### config.mk
export PLATFORM = sky130hd
export DESIGN_NAME = ctrl_pipe_unit
export DESIGN_NICKNAME = d
export VERILOG_FILES = /design/src/rtl/wisc_ctrl_pkg.sv /design/src/rtl/ctrl_decode.sv /design/src/rtl/ctrl_pipe_unit.sv
export SDC_FILE = /design/constraint.sdc
export NUM_CORES = 1
export LEC_CHECK = 0
export BUFFER_PORTS_ARGS = -buffer_cell sky130_fd_sc_hd__buf_2
export CORE_UTILIZATION = 44
export CTS_CLUSTER_SIZE = 20
export DETAILED_ROUTE_END_ITERATION = 10
export GPL_ROUTABILITY_DRIVEN = 0
export PLACE_DENSITY = 0.77
export SYNTH_ARGS = -nofsm -noshare
export SYNTH_HDL_FRONTEND = slang
export SYNTH_SLANG_ARGS = --single-unit
### constraint.sdc
create_clock -name clk -period 1.8 [get_ports clk]
set_input_delay 0.36 -clock clk [delete_from_list [all_inputs] [get_ports clk]]
set_output_delay 0.36 -clock clk [all_outputs]
set_load 0.02 [all_outputs]
### src/rtl/wisc_ctrl_pkg.sv
// Shared types for the WISC-15 control path: opcodes, ALU command
// encodings and the per-instruction control bundle carried into EX.
package wisc_ctrl_pkg;

    typedef enum logic [3:0] {
        OP_ADD    = 4'b0000,
        OP_PADDSB = 4'b0001,
        OP_SUB    = 4'b0010,
        OP_NAND   = 4'b0011,
        OP_XOR    = 4'b0100,
        OP_SLL    = 4'b0101,
        OP_SRL    = 4'b0110,
        OP_SRA    = 4'b0111,
        OP_LW     = 4'b1000,
        OP_SW     = 4'b1001,
        OP_LHB    = 4'b1010,
        OP_LLB    = 4'b1011,
        OP_B      = 4'b1100,
        OP_CALL   = 4'b1101,
        OP_RET    = 4'b1110,
        OP_HLT    = 4'b1111
    } opcode_e;

    localparam logic [3:0] ALU_ADD    = 4'b0000;
    localparam logic [3:0] ALU_SUB    = 4'b0001;
    localparam logic [3:0] ALU_PADDSB = 4'b0010;
    localparam logic [3:0] ALU_XOR    = 4'b0100;
    localparam logic [3:0] ALU_NAND   = 4'b1000;
    localparam logic [3:0] ALU_SLL    = 4'b1100;
    localparam logic [3:0] ALU_SRL    = 4'b1110;
    localparam logic [3:0] ALU_SRA    = 4'b1111;

    typedef struct packed {
        logic [3:0] alu_cmd;
        logic       reg_wrt;
        logic       mem_to_reg;
        logic       mem_wrt;
        logic       branch;
        logic       set_over;
        logic       set_zero;
        logic       is_lw;
        logic       is_hlt;
        logic       uses_src1;
        logic       uses_src2;
    } ctrl_bundle_t;

    localparam ctrl_bundle_t CTRL_BUBBLE = '0;

    // Halt sequencing: HLT enters EX (DRAINING), then the core stops.
    typedef enum logic [1:0] {
        HS_RUN      = 2'b00,
        HS_DRAINING = 2'b01,
        HS_HALTED   = 2'b10
    } halt_state_e;

endpackage

### src/rtl/ctrl_decode.sv
// Purely combinational opcode decoder producing the control bundle.
module ctrl_decode
    import wisc_ctrl_pkg::*;
(
    input  logic [3:0]   opcode,
    output ctrl_bundle_t bundle
);

    // Map each opcode to its controls; anything not set stays zero.
    always_comb begin
        bundle = CTRL_BUBBLE;
        case (opcode)
            OP_ADD:    begin bundle.alu_cmd = ALU_ADD;    bundle.reg_wrt = 1'b1;
                             bundle.set_over = 1'b1;      bundle.set_zero = 1'b1; end
            OP_PADDSB: begin bundle.alu_cmd = ALU_PADDSB; bundle.reg_wrt = 1'b1; end
            OP_SUB:    begin bundle.alu_cmd = ALU_SUB;    bundle.reg_wrt = 1'b1;
                             bundle.set_over = 1'b1;      bundle.set_zero = 1'b1; end
            OP_NAND:   begin bundle.alu_cmd = ALU_NAND;   bundle.reg_wrt = 1'b1; bundle.set_zero = 1'b1; end
            OP_XOR:    begin bundle.alu_cmd = ALU_XOR;    bundle.reg_wrt = 1'b1; bundle.set_zero = 1'b1; end
            OP_SLL:    begin bundle.alu_cmd = ALU_SLL;    bundle.reg_wrt = 1'b1; bundle.set_zero = 1'b1; end
            OP_SRL:    begin bundle.alu_cmd = ALU_SRL;    bundle.reg_wrt = 1'b1; bundle.set_zero = 1'b1; end
            OP_SRA:    begin bundle.alu_cmd = ALU_SRA;    bundle.reg_wrt = 1'b1; bundle.set_zero = 1'b1; end
            OP_LW:     begin bundle.reg_wrt = 1'b1; bundle.mem_to_reg = 1'b1; bundle.is_lw = 1'b1; end
            OP_SW:     bundle.mem_wrt = 1'b1;
            OP_LHB:    bundle.reg_wrt = 1'b1;
            OP_LLB:    bundle.reg_wrt = 1'b1;
            OP_B:      bundle.branch = 1'b1;
            OP_CALL:   begin bundle.reg_wrt = 1'b1; bundle.branch = 1'b1; end
            OP_RET:    bundle.branch = 1'b1;
            OP_HLT:    bundle.is_hlt = 1'b1;
            default:   bundle = CTRL_BUBBLE;
        endcase
        // ALU ops read both sources; LW/RET read src1 only; SW reads both.
        bundle.uses_src1 = (opcode[3] == 1'b0) || (opcode == OP_LW) ||
                           (opcode == OP_SW) || (opcode == OP_RET);
        bundle.uses_src2 = (opcode[3] == 1'b0) || (opcode == OP_SW);
    end

endmodule

### src/rtl/ctrl_pipe_unit.sv
// ID-stage control: decode, load-use hazard stall, branch squash,
// ID/EX control register and halt sequencing for the WISC-15 pipeline.
//
// Handshake: id_ready=1 means the instruction presented in ID (when
// id_valid=1) is consumed at the coming rising edge, either by moving
// into ID/EX or by being squashed under a taken branch; id_ready=0
// means IF/ID must hold its contents.
module ctrl_pipe_unit
    import wisc_ctrl_pkg::*;
#(
    parameter int REG_AW       = 4,
    parameter int ALU_CMD_W    = 4,
    parameter int ZERO_REG_HAZ = 0
) (
    input  logic                 clk,
    input  logic                 rst_n,
    input  logic                 id_valid,
    input  logic [3:0]           id_opcode,
    input  logic [REG_AW-1:0]    id_src1,
    input  logic [REG_AW-1:0]    id_src2,
    input  logic [REG_AW-1:0]    id_dst,
    input  logic                 ex_branch_taken,
    output logic                 id_ready,
    output logic                 ex_valid,
    output logic [ALU_CMD_W-1:0] ex_alu_cmd,
    output logic                 ex_reg_wrt,
    output logic                 ex_mem_to_reg,
    output logic                 ex_mem_wrt,
    output logic                 ex_branch,
    output logic                 ex_set_over,
    output logic                 ex_set_zero,
    output logic [REG_AW-1:0]    ex_dst,
    output logic                 halted
);

    logic [1:0]        rst_sync_q;
    logic              rst_int_n;
    ctrl_bundle_t      id_ctrl;
    ctrl_bundle_t      ex_ctrl_q;
    ctrl_bundle_t      ex_ctrl_d;
    logic              ex_valid_q;
    logic              ex_valid_d;
    logic [REG_AW-1:0] ex_dst_q;
    logic [REG_AW-1:0] ex_dst_d;
    logic              dst_can_haz;
    logic              stall;
    logic              ex_holds_hlt;
    logic              hlt_issue;
    halt_state_e       halt_state_q;
    halt_state_e       halt_state_d;
    logic              unused_ex_bits;

    // Reset asserts immediately and releases two clean edges later.
    always_ff @(posedge clk or negedge rst_n) begin
        if (!rst_n) rst_sync_q <= 2'b00;
        else        rst_sync_q <= {rst_sync_q[0], 1'b1};
    end
    assign rst_int_n = rst_sync_q[1];

    ctrl_decode u_decode (
        .opcode (id_opcode),
        .bundle (id_ctrl)
    );

    // R0 is hard-wired zero unless hazards on it are explicitly wanted.
    assign dst_can_haz  = (ZERO_REG_HAZ != 0) || (ex_dst_q != '0);
    assign stall        = id_valid && ex_valid_q && ex_ctrl_q.is_lw && dst_can_haz &&
                          ((id_ctrl.uses_src1 && (id_src1 == ex_dst_q)) ||
                           (id_ctrl.uses_src2 && (id_src2 == ex_dst_q)));
    assign ex_holds_hlt = ex_valid_q && ex_ctrl_q.is_hlt;

    // Choose what enters ID/EX: squash, halt block, stall bubble or decode.
    always_comb begin
        ex_ctrl_d  = CTRL_BUBBLE;
        ex_valid_d = 1'b0;
        ex_dst_d   = '0;
        id_ready   = 1'b0;
        hlt_issue  = 1'b0;
        if (ex_branch_taken) begin
            id_ready = 1'b1;
        end else if (halted || ex_holds_hlt) begin
            id_ready = 1'b0;
        end else if (stall) begin
            id_ready = 1'b0;
        end else begin
            id_ready = 1'b1;
            if (id_valid) begin
                ex_ctrl_d  = id_ctrl;
                ex_valid_d = 1'b1;
                ex_dst_d   = id_dst;
                hlt_issue  = id_ctrl.is_hlt;
            end
        end
    end

    // ID/EX boundary register.
    always_ff @(posedge clk or negedge rst_int_n) begin
        if (!rst_int_n) begin
            ex_ctrl_q  <= CTRL_BUBBLE;
            ex_valid_q <= 1'b0;
            ex_dst_q   <= '0;
        end else begin
            ex_ctrl_q  <= ex_ctrl_d;
            ex_valid_q <= ex_valid_d;
            ex_dst_q   <= ex_dst_d;
        end
    end

    // Halt state register.
    always_ff @(posedge clk or negedge rst_int_n) begin
        if (!rst_int_n) halt_state_q <= HS_RUN;
        else            halt_state_q <= halt_state_d;
    end

    // Halt next state: only a HLT actually written into ID/EX starts a drain.
    always_comb begin
        halt_state_d = halt_state_q;
        case (halt_state_q)
            HS_RUN:      if (hlt_issue) halt_state_d = HS_DRAINING;
            HS_DRAINING: halt_state_d = HS_HALTED;
            HS_HALTED:   halt_state_d = HS_HALTED;
            default:     halt_state_d = HS_RUN;
        endcase
    end

    assign halted         = (halt_state_q == HS_HALTED);
    assign ex_valid       = ex_valid_q;
    assign ex_alu_cmd     = ALU_CMD_W'(ex_ctrl_q.alu_cmd);
    assign ex_reg_wrt     = ex_ctrl_q.reg_wrt;
    assign ex_mem_to_reg  = ex_ctrl_q.mem_to_reg;
    assign ex_mem_wrt     = ex_ctrl_q.mem_wrt;
    assign ex_branch      = ex_ctrl_q.branch;
    assign ex_set_over    = ex_ctrl_q.set_over;
    assign ex_set_zero    = ex_ctrl_q.set_zero;
    assign ex_dst         = ex_dst_q;
    assign unused_ex_bits = ex_ctrl_q.uses_src1 ^ ex_ctrl_q.uses_src2;

endmodule
==> results.json <==
{
  "htree_levels": 1,
  "syn_inst": 94,
  "cts_sinks": 20,
  "rows": 17,
  "finalWorstSetupSlack_ns": -0.2880,
  "clkTransAtPathRegs_ns": 0.10,
  "min_period_ns": 2.088,
  "ys_ff_latch": 20,
  "total_power_w": 0.001377,
  "drc": 0,
  "power_density_nw_per_um2": 931.7,
  "switching_share_pct": 32.82,
  "grt_start_max_net_pins": 19,
  "antenna_found_initial": 0,
  "layout-drive-gt1-share_pct": 59.57,
  "yosys-top-cells-area": "dfrtp_1 (47%), nor3_2 (7.5%), xor2_1 (6.5%)",
  "drt.antenna.violating_nets": 0,
  "rsz0062_at_grt": "true",
  "synthArstFlopShare_pct": 100.0,
  "grt.total_usage_pct": 17.98,
  "synth-main-ff-cell": "dfrtp_1",
  "violations": "negative setup slack",
  "dpl.hpwl_mm": 1.652,
  "final_area_um2": 1478,
  "finalCritPeriodShare_pct": 116.0,
  "top_layer": "met4",
  "synth.largest_area_cell": "dfrtp_1",
  "leakagePower_nw": 0.7597,
  "p_comb_share_pct": 41.2,
  "grt-ovfl-total": 0,
  "internal_power_w": 0.0009249,
  "synth_top_area_share_pct": 46.78,
  "worstRegToRegCells": 6,
  "vias": 852,
  "ir_worst_vdd_mv": 0.8191,
  "route.met2.wl_mm": 1.339,
  "dr_wl_met3_um": 116,
  "crit_type": "register to output port",
  "synthMostInstantiatedCell": "dfrtp_1",
  "setup_violations": 4,
  "synth_common_cells": "dfrtp_1 (20), inv_1 (8), nor3_2 (8), xor2_1 (8), nor2_1 (5)",
  "nets": 165,
  "grt_pass1_wl_mm": 3.408,
  "initial_core_util_pct": 47.45,
  "wl_per_cell_um": 13.69,
  "drt_iter0_drc": 9,
  "first_pass_iters": 4,
  "grt_pass1_vias": 812,
  "die-height_um": 51.31,
  "placed_area_um2": 1353,
  "seq_power_share_pct": 39.9,
  "io_buffers": 36,
  "tritoncts": "done",
  "syn_avg_cell_area_um2": 11.38,
  "syn_area_um2": 1070,
  "ys_seq_area_share_pct": 46.78,
  "ios": 37,
  "via_per_inst": 5.041,
  "critPathCaptureType": "output port",
  "drt-met1-wl_um": 851,
  "core_um2": 2255,
  "relSlewSlack_pct": 53.54,
  "die-area_um2": 2633,
  "synth_edf_count": 0,
  "skew_ns": 0.007770,
  "syn2layout_area_growth_pct": 38.13,
  "r2r_start": "halt_state_q[0]$_DFFE_PN0P_",
  "start_kind": "register",
  "drv_slew": 0,
  "yosys_warnings": 0,
  "worstPathArrival_ns": 1.73,
  "hold_path.class": "primary input to register",
  "worst_slew_pin_slew_ns": 0.6969,
  "yosysUniqueCellTypes": 31,
  "netSwitchingPower_w": 0.0004519,
  "wirelength_mm": 2.314,
  "pwr-share-clk_pct": 18.9,
  "hold_path_depth": 3,
  "synthesis.nets": 117,
  "hp-start": "id_dst[2]",
  "fmax_mhz": 478.9,
  "n_antenna_cell": 0,
  "clock_insertion_delay_worst_skew_ns": 0.30,
  "cp_max_fo": 4,
  "crit_start": "ex_dst[2]$_DFF_PN0_",
  "cp.required_ns": 1.44,
  "numCtsBuffers": 3,
  "finish.utilization_pct": 65.54,
  "cts_root_buf": "clkbuf_4",
  "status": "finished with violations",
  "die_x_um": 51.31,
  "clockBufferDepth": 2,
  "drv_cap": 0,
  "hold_violations": 0
}
final timing paths:
path,to,slack [ns]
setup / recovery,id_ready,-0.29
hold / removal,ex_dst[2]$_DFF_PN0_,0.27
setup reg to reg,halt_state_q[1]$_DFFE_PN0P_,-0.06
hold reg to reg,ex_ctrl_q[3]$_DFF_PN0_,0.29
max in group asynchronous,ex_dst[1]$_DFF_PN0_,1.02
min in group asynchronous,ex_ctrl_q[3]$_DFF_PN0_,0.29
power by group through the flow:
stage,combinational [W],clock [W],sequential [W]
detailed placement,0.000506,0,0.000560
CTS,0.000552,0.000263,0.000549
global route,0.000613,0.000287,0.000557
finish,0.000567,0.000260,0.000550
floorplan,0.000347,0,0.000578
global placement,0.000489,0,0.000559
layer usage:
metal,GRT usage [%],vias up
met4,4.054,0
met1,19.07,419
met3,6.845,2
li1,-,406
met5,0,-
met2,33.33,25
layout make-up:
cell class | count | area [µm²]
flip-flops and latches | 20 | 503.0
fillers | 189 | 777.0
inverters | 8 | 30.03
multi-input cells | 57 | 556.8
repair buffers | 52 | 316.6
clock buffers | 4 | 36.28
well taps | 28 | 35.03
worst max-delay path, stage by stage, from the launching register on:
cell,delay [ns]
dfrtp_2,0.46
nor4_4,0.32
nor2_1,0.08
a32o_4,0.32
o21bai_4,0.12
buf_6,0.13
flip-flops by register name, summed over array words and instances, names as in the netlist, 2 cells and up:
name and flops:
ex_ctrl_q 2, ex_alu_cmd 4, halt_state_q 2, ex_dst 4, rst_sync_q 2
what timing repair did:
action / CTS / global route
setup buffers: 2 / 1
endpoints found under the hold margin: 2 / 0
endpoints found under the setup margin: 5 / 8
pin swaps: 3 / 4
hold buffers: 1 / 0
resized for setup: 6 / 6
through the flow:
stage                     std cells   TNS, ns  worst slack [ns]  hold WS, ns
after floorplan                  94   -0.1566          -0.09549      0.06441
after global placement          161  -0.06467          -0.02331       0.1446
after detailed placement        161   -0.1470          -0.04417       0.1464
after CTS                       168   -0.4042           -0.3172       0.2618
after global routing            169   -0.8062           -0.3742       0.2588
final                           169   -0.3911           -0.2880       0.2661
logic make-up (layout without fill, tap and decap cells):
group	after synthesis	in the layout	share of synthesized area, %
simple gates	32	32	21.87
compound gates	11	11	9.473
flops	20	20	46.78
other cells	1	1	0.3505
xor+xnor	8	8	6.550
buf+inv	17	64	9.356
mux	2	2	2.105
fa+ha+maj	3	3	3.509
cell usage in the layout, fill, tap and decap left out, drive strengths merged:
master / instances
buf: 51
dfrtp: 20
nor3: 12
inv: 8
xor2: 8
nor2: 5
nor4: 5
nand2: 4
clkbuf: 4
o21ai: 3
ha: 3
or3b: 2
mux2: 2
a211oi: 2
a21o: 1
a31o: 1
nand3: 1
a32o: 1
or2: 1
a21oi: 1
nor4b: 1
nand3b: 1
o21bai: 1
o31ai: 1
dlygate4sd3: 1
conb: 1
No activity file was read; power rests on OpenSTA's default activity.
